$ cat src/rtl/booth_seq_multiplier.sv
// booth_seq_multiplier: iterative radix-4 Booth multiplier, one digit per clock, valid/ready on both sides
module booth_seq_multiplier #(
    parameter int WIDTH = 16
) (
    input  logic               clk,
    input  logic               rst,
    input  logic               in_valid,
    output logic               in_ready,
    input  logic [WIDTH-1:0]   A,
    input  logic [WIDTH-1:0]   B,
    input  logic               is_signed,
    output logic               out_valid,
    input  logic               out_ready,
    output logic [2*WIDTH-1:0] product,
    output logic               busy
);
    localparam int N  = WIDTH / 2 + 1;
    localparam int CW = $clog2(N + 1);
    localparam int PW = 2 * WIDTH + 4;
    typedef enum logic [1:0] {IDLE, CALC, DONE} state_t;
    state_t             state_q, state_d;
    logic [CW-1:0]      cnt_q;
    logic [PW-1:0]      m_q, acc_q, acc_d, pp;
    logic [WIDTH+2:0]   b_q;
    logic [2*WIDTH-1:0] product_q;
    logic [WIDTH+1:0]   a_ext, b_ext;
    logic [2:0]         digit;
    logic               last;
    assign last  = cnt_q == CW'(N - 1);
    assign a_ext = is_signed ? {{2{A[WIDTH-1]}}, A} : {2'b00, A};
    assign b_ext = is_signed ? {{2{B[WIDTH-1]}}, B} : {2'b00, B};
    assign digit = b_q[2:0];
    // state register
    always_ff @(posedge clk or posedge rst) begin
        if (rst) state_q <= IDLE;
        else     state_q <= state_d;
    end
    // next state: accept in IDLE, N digit steps in CALC, hold in DONE until consumed
    always_comb begin
        state_d = (state_q == IDLE && in_valid)  ? CALC :
                  (state_q == CALC && last)      ? DONE :
                  (state_q == DONE && out_ready) ? IDLE : state_q;
    end
    // handshake outputs decoded from state
    always_comb begin
        in_ready  = state_q == IDLE;
        out_valid = state_q == DONE;
        busy      = state_q != IDLE;
        product   = product_q;
    end
    // Booth digit decode; m_q already carries the 4^i weight of the current digit
    always_comb begin
        pp    = (digit == 3'b001 || digit == 3'b010) ? m_q :
                (digit == 3'b011)                    ? (m_q << 1) :
                (digit == 3'b100)                    ? -(m_q << 1) :
                (digit == 3'b101 || digit == 3'b110) ? -m_q : '0;
        acc_d = acc_q + pp;
    end
    // datapath: latch extended operands on accept, then accumulate and shift per digit
    always_ff @(posedge clk or posedge rst) begin
        if (rst) begin
            m_q       <= '0;
            b_q       <= '0;
            acc_q     <= '0;
            cnt_q     <= '0;
            product_q <= '0;
        end else if (state_q == IDLE && in_valid) begin
            m_q   <= {{(PW - WIDTH - 2){a_ext[WIDTH+1]}}, a_ext};
            b_q   <= {b_ext, 1'b0};
            acc_q <= '0;
            cnt_q <= '0;
        end else if (state_q == CALC) begin
            m_q   <= m_q << 2;
            b_q   <= b_q >> 2;
            acc_q <= acc_d;
            cnt_q <= cnt_q + CW'(1);
            if (last) product_q <= acc_d[2*WIDTH-1:0];
        end
    end
endmodule
$ cat config.mk
export PLATFORM = sky130hd
export DESIGN_NAME = booth_seq_multiplier
export DESIGN_NICKNAME = d
export VERILOG_FILES = /design/src/rtl/booth_seq_multiplier.sv
export SDC_FILE = /design/constraint.sdc
export NUM_CORES = 1
export LEC_CHECK = 0
export ABC_AREA = 1
export BUFFER_PORTS_ARGS = -buffer_cell sky130_fd_sc_hd__buf_2
export CELL_PAD_IN_SITES_DETAIL_PLACEMENT = 0
export CELL_PAD_IN_SITES_GLOBAL_PLACEMENT = 2
export CORE_ASPECT_RATIO = 1.25
export CORE_MARGIN = 1.5
export CORE_UTILIZATION = 35
export DETAILED_ROUTE_END_ITERATION = 7
export GPL_TIMING_DRIVEN = 0
export PLACE_DENSITY = 0.82
export SLEW_MARGIN = 25
export SYNTH_ARGS = -nofsm -noshare
export SYNTH_HDL_FRONTEND = slang
export SYNTH_SLANG_ARGS = --single-unit
$ cat constraint.sdc
create_clock -name clk -period 4.1 [get_ports clk]
set_input_delay 0.41 -clock clk [delete_from_list [all_inputs] [get_ports clk]]
set_output_delay 0.41 -clock clk [all_outputs]
set_load 0.03 [all_outputs]
Yosys cells after proc, flatten, opt, wreduce, memory -nomap -nowiden. Index checks and enable logic that the tools add are counted.

Bitwise gates (word level): 1. Add/subtract/negate cells: 4. Reduce and logical (&&, ||, !) cells: 10. Equal/unequal tests: 9. Muxes and demuxes: 17.

Operators with widths (count): 36-bit two-way mux (8); 36-bit negator (2); 19-bit two-way mux (2); 36-bit adder (1); 18-bit two-way mux (2); 3-bit equality test (second input constant) (3); 4-bit two-way mux (2); 3-bit by 2-bit equality test with 1-bit output (second input constant) (2); 2-bit two-way mux (3); 4-bit by 1-bit adder with 4-bit output (second input constant) (1); 4-bit equality test (second input constant) (1); 2-bit nonzero test (2); 3-bit by 1-bit equality test with 1-bit output (second input constant) (1); 1-bit logical AND (3); 3-bit AND reduction (1); 3-bit nonzero test (1); 2-bit by 1-bit equality test with 1-bit output (second input constant) (1); 2-bit equality test (second input constant) (1); 2-bit logical NOT (1); 1-bit logical OR (2); 1-bit NOT (1).

Word-level logic and storage cells: 47. Output and inout port bits: 35. Flip-flop bits (word level): 129. Bits of input ports: 37.

Longest topological paths before layout.
Depth in word-level cells: 9. Mapped depth: 27.

Worst setup path after synthesis. OpenSTA, ideal clock, no wires.

Path type: register -> register. Start point: register m_q[0]. End point: register product_q[24] (netlist: product[24]). Library setup time: 118 ps. Data arrival time: 2971 ps. Cell stages (with the launch flop): 22. Required time: 3982 ps. Slack: 1011 ps. Cells stage by stage: dfrtp_1 -> inv_1 -> ha_1 -> nand3_4 -> nor2_8 -> nand2_4 -> nor2_4 -> nand2_1 -> o211ai_1 -> nand2_1 -> o21ai_1 -> inv_1 -> ha_1 -> a21oi_1 -> o21ai_0 -> nor2_2 -> nand3_1 -> nand2_1 -> nand2_1 -> or2_2 -> nand3_1 -> nand2_1.

Word-level cells in the longest chain between the ends: 6. Elaborated cells between the ends (all ways): 7. Those cells by class: 3 x add/sub; 4 x mux.

RTL lines: start, declared (line 23) `logic [PW-1:0] m_q, acc_q, acc_d, pp;`; start signal, assigned (line 68) `m_q <= {{(PW - WIDTH - 2){a_ext[WIDTH+1]}}, a_ext};`; start signal, assigned (line 73) `m_q <= m_q << 2;`; 36-bit negator (line 56) `(digit == 3'b101 || digit == 3'b110) ? -m_q : '0;`; 36-bit two-way mux (line 56); 36-bit two-way mux (line 55) `(digit == 3'b100) ? -(m_q << 1) :`; 36-bit two-way mux (line 54) `(digit == 3'b011) ? (m_q << 1) :`; 36-bit two-way mux (*) (line 53) `pp = (digit == 3'b001 || digit == 3'b010) ? m_q :`; 36-bit adder (*) (line 57) `acc_d = acc_q + pp;`; end signal, assigned (line 77) `if (last) product_q <= acc_d[2*WIDTH-1:0];`; end, declared (line 25) `logic [2*WIDTH-1:0] product_q;`.

Mark *: on every way between the ends. The rest lies on a longest branch, timed or not. A chain may end at the register's enable or synchronous reset.

Worst setup path after layout.
Start point: register m_q[0]. End point: register product_q[26] (netlist: product[26]).

Same word-level chain as after synthesis.

==> key figures <==
Run status
  • Status: finished clean

Worst setup path
  • CP startpoint kind: register
  • Maximum fanout along the worst path: 6
  • Worst Path Required: 4420 ps
  • Kind of critical path: register to register
  • CP endpoint kind: register
  • Arrival time at the worst endpoint: roughly 4100 ps

Worst hold path
  • HP Class: input port to register

Drt
  • Drt total wl: 27,500 um
  • Drt first pass iters: 6
  • Routed vias/inst: 5.23
  • Iter 0 DRT Violations: about 430
  • Post-route ant nets: 0
  • Drt wl/cell: 18.0 um
  • Total number of vias: about 8,000
  • DRC viols: 0

Synthesis
  • Synth top area cells: dfrtp_1 36%, nand2_1 12%, o21ai_0 7.9%, ha_1 5.5%, inv_1 5.4%
  • Register bit total from synthesis: 120
  • Post-synth top area share: 0.363
  • Netlist cell types: 55
  • Most frequent cells after synthesis: 275 x nand2_1, 131 x o21ai_0, 120 x dfrtp_1
  • Post-synth EDFFs: 0
  • Cell Area, Synth: slightly above 8000 um^2
  • Mapped Avg Cell Area: between 7 and 8 um^2
  • Synth warn: 0
  • Cell type with the largest total area after synthesis: dfrtp_1
  • Most frequent cell after synthesis: nand2_1
  • Syn Inst Count: roughly 1,100
  • Sequential area share after synthesis: 0.363
  • Post-Syn Nets: 1,210
  • Ys async rst share: 1.00
  • Main synth FF type: dfrtp_1

Power and ir drop
  • Power Total: 2730 uW
  • Sw frac: 0.225
  • PwrDens: about 280 nW/um^2
  • NetSw: ~610 uW
  • Int Power: ~2100 uW
  • Leak: 0.00498 uW
  • VDD IR-drop max: 0.000293 V
  • Clk network pwr share: 0.548
  • Logic pwr share: 0.018
  • Reg power frac: 0.434

Placed design
  • Post-DP Area: about 9000 um^2
  • RD Place Congestion: around 0.96
  • Final HPWL DP: ~22,000 um
  • Setup Slack @ Placement: 113 ps
  • Buffers on Ports: 71

STA
  • Worst Max-Slew Pin Slew: between 800 and 900 ps
  • Final hold vios: 0
  • Final hold slack: ~180 ps
  • Setup clock skew after layout: about 16 ps
  • Final setup margin: about 290 ps
  • Setup TNS: 0 ps
  • Worst slew margin: 0.419
  • Final Setup Violations: 0
  • Post-layout minimum cycle time: 3810 ps
  • RSZ-0062 raised after global routing: no
  • Max Transition Viols Final: 0
  • Share of the clock period used by the worst path: 0.929
  • Fmax: about 260 MHz

Global routing
  • Number of global-route vias before repair: about 8,000
  • Global-route wire length before repair: between 40,000 and 50,000 um
  • Initial antenna violation count: 0
  • Grt ovf: 0
  • Pin count of the biggest net entering global routing: 78
  • GRT Overall Usage: 0.235

CTS
  • H-Tree Depth: 4
  • Clock root buffer master: clkbuf_16
  • CTS tree: done
  • Clk_lat worst skew: 440 ps
  • Num CTS Buffers: 17
  • CTS clk-pin slew, worst paths: about 60 ps
  • Clock Path Buffers: 2
  • Clock Sinks: 120

Cells and area
  • Share of layout cells above drive strength 1: 0.145
  • Design area: approximately 9700 um^2
  • Area Overhead vs Synth: 16.9%
  • Filler instances: approximately 2,500
  • Final #Nets: around 1,300

Floorplan
  • Core Region: 23,100 um^2
  • Rows: 62
  • Die area: around 25,000 um^2
  • Vert. Die Dim: approximately 170 um
  • Initial Util: 0.357
  • I/O pin count: 72
  • Die Wd: 140 um

Flow run
  • Max Cap Viol: 0
layer usage:
layer / wire length, um / track usage / vias up
li1: - / - / 3996
met1: 12500 / 0.298 / 3796
met2: 13600 / 0.404 / 157
met3: 766 / 0.0367 / 36
met4: 625 / 0.0803 / 0
met5: 0 / 0 / -
worst max-delay path: stages (launching register included):
cell and delay (ps):
dfrtp_1 400, inv_1 140, ha_2 250, nand3_4 140
nor2_8 170, nand2_4 80, nor2_4 170, nand2_1 130
nand2_1 110, o22ai_1 90, o22ai_1 180, inv_1 120
ha_1 350, nand2_1 110, nor2_1 130, inv_1 70
nor3_1 370, nand3_1 170, nand3_2 160, nand2_1 60
nand2_1 70, nand2_1 70, nand3_1 90, nand2_1 60
cells by family (layout without fill, tap and decap cells):
| kind of cell | after synthesis | count (layout) | share of synthesized area |
|---|---|---|---|
| xor gates and xnor gates | 31 | 31 | 0.0338 |
| adders and majority gates | 37 | 37 | 0.0569 |
| DFF | 120 | 120 | 0.363 |
| and+or+nand+nor | 515 | 515 | 0.280 |
| other | 0 | 1 | 0 |
| buffers and inverters | 168 | 271 | 0.0795 |
| AOI/OAI and AO/OA | 265 | 265 | 0.187 |
layout make-up:
cell class / count / area [um^2] / area share
tap: 288 / 360 / 0.0373
multi-input combinational: 848 / 4670 / 0.484
buffer: 40 / 176 / 0.0183
inverter: 128 / 488 / 0.0505
timing repair buffer: 73 / 393 / 0.0407
clock inverter: 8 / 98.8 / 0.0102
antenna: 1 / 2.50 / 0.000259
sequential: 120 / 3000 / 0.311
clock buffer: 22 / 464 / 0.0481
layout by cell type (no fill, tap or decap), types with 11 or more instances in the layout:
| cell type | netlist | final |
|---|---|---|
| nand4_1 | 12 | 12 |
| clkbuf_1 | 22 | 25 |
| dfrtp_1 | 120 | 120 |
| o21ai_0 | 131 | 129 |
| o22ai_1 | 19 | 19 |
| inv_1 | 119 | 117 |
| o21ai_1 | 16 | 18 |
| xor2_1 | 19 | 19 |
| o221ai_1 | 13 | 13 |
| a21oi_1 | 38 | 32 |
| nand2_1 | 275 | 274 |
| buf_2 | 11 | 82 |
| a22oi_1 | 17 | 17 |
| nor2_1 | 95 | 94 |
| ha_1 | 36 | 34 |
| xnor2_1 | 11 | 11 |
| clkbuf_16 | 0 | 17 |
| nand3_1 | 77 | 76 |
sequential cells by signal, indices dropped and copies added (netlist names):
name / count
state_q: 2
cnt_q: 4
product: 32
acc_q: 32
m_q: 32
b_q: 18
power groups by stage:
| stage | sequential [uW] | clock [uW] | combinational (uW) |
|---|---|---|---|
| global placement | 1210 | 0 | 45.0 |
| detailed placement | 1210 | 0 | 49.6 |
| floorplan | 1210 | 0 | 17.7 |
| global route | 1180 | 1570 | 54.8 |
| CTS | 1180 | 1530 | 50.2 |
| finish | 1180 | 1500 | 47.8 |
worst paths after layout:
check / start / to / slack, ps / cells after the start
min: A[1] / m_q[1]$_DFFE_PP0P_ / 180 / 3
max: m_q[0]$_DFFE_PP0P_ / product[26]$_DFFE_PP0P_ / 290 / 23
max reg2reg: m_q[0]$_DFFE_PP0P_ / product[26]$_DFFE_PP0P_ / 290 / 23
min reg2reg: product[19]$_DFFE_PP0P_ / product[19]$_DFFE_PP0P_ / 470 / 2
min in group asynchronous: rst / product[7]$_DFFE_PP0P_ / 510 / 3
max in group asynchronous: rst / m_q[30]$_DFFE_PP0P_ / 2900 / 4
per-stage QoR:
step / instances / utilization
final: 1528 / 0.418
after global routing: 1527 / 0.418
after CTS: 1527 / 0.415
after detailed placement: 1496 / 0.390
after global placement: 1495 / 0.388
after floorplan: 1136 / -
repair_timing:
item,in CTS,in global routing
hold buffers,1,0
hold endpoints to repair,43,0
buffers inserted,0,0
endpoints found under the setup margin,0,34
resized for setup,0,19
Power figures use the tool's default switching activity.
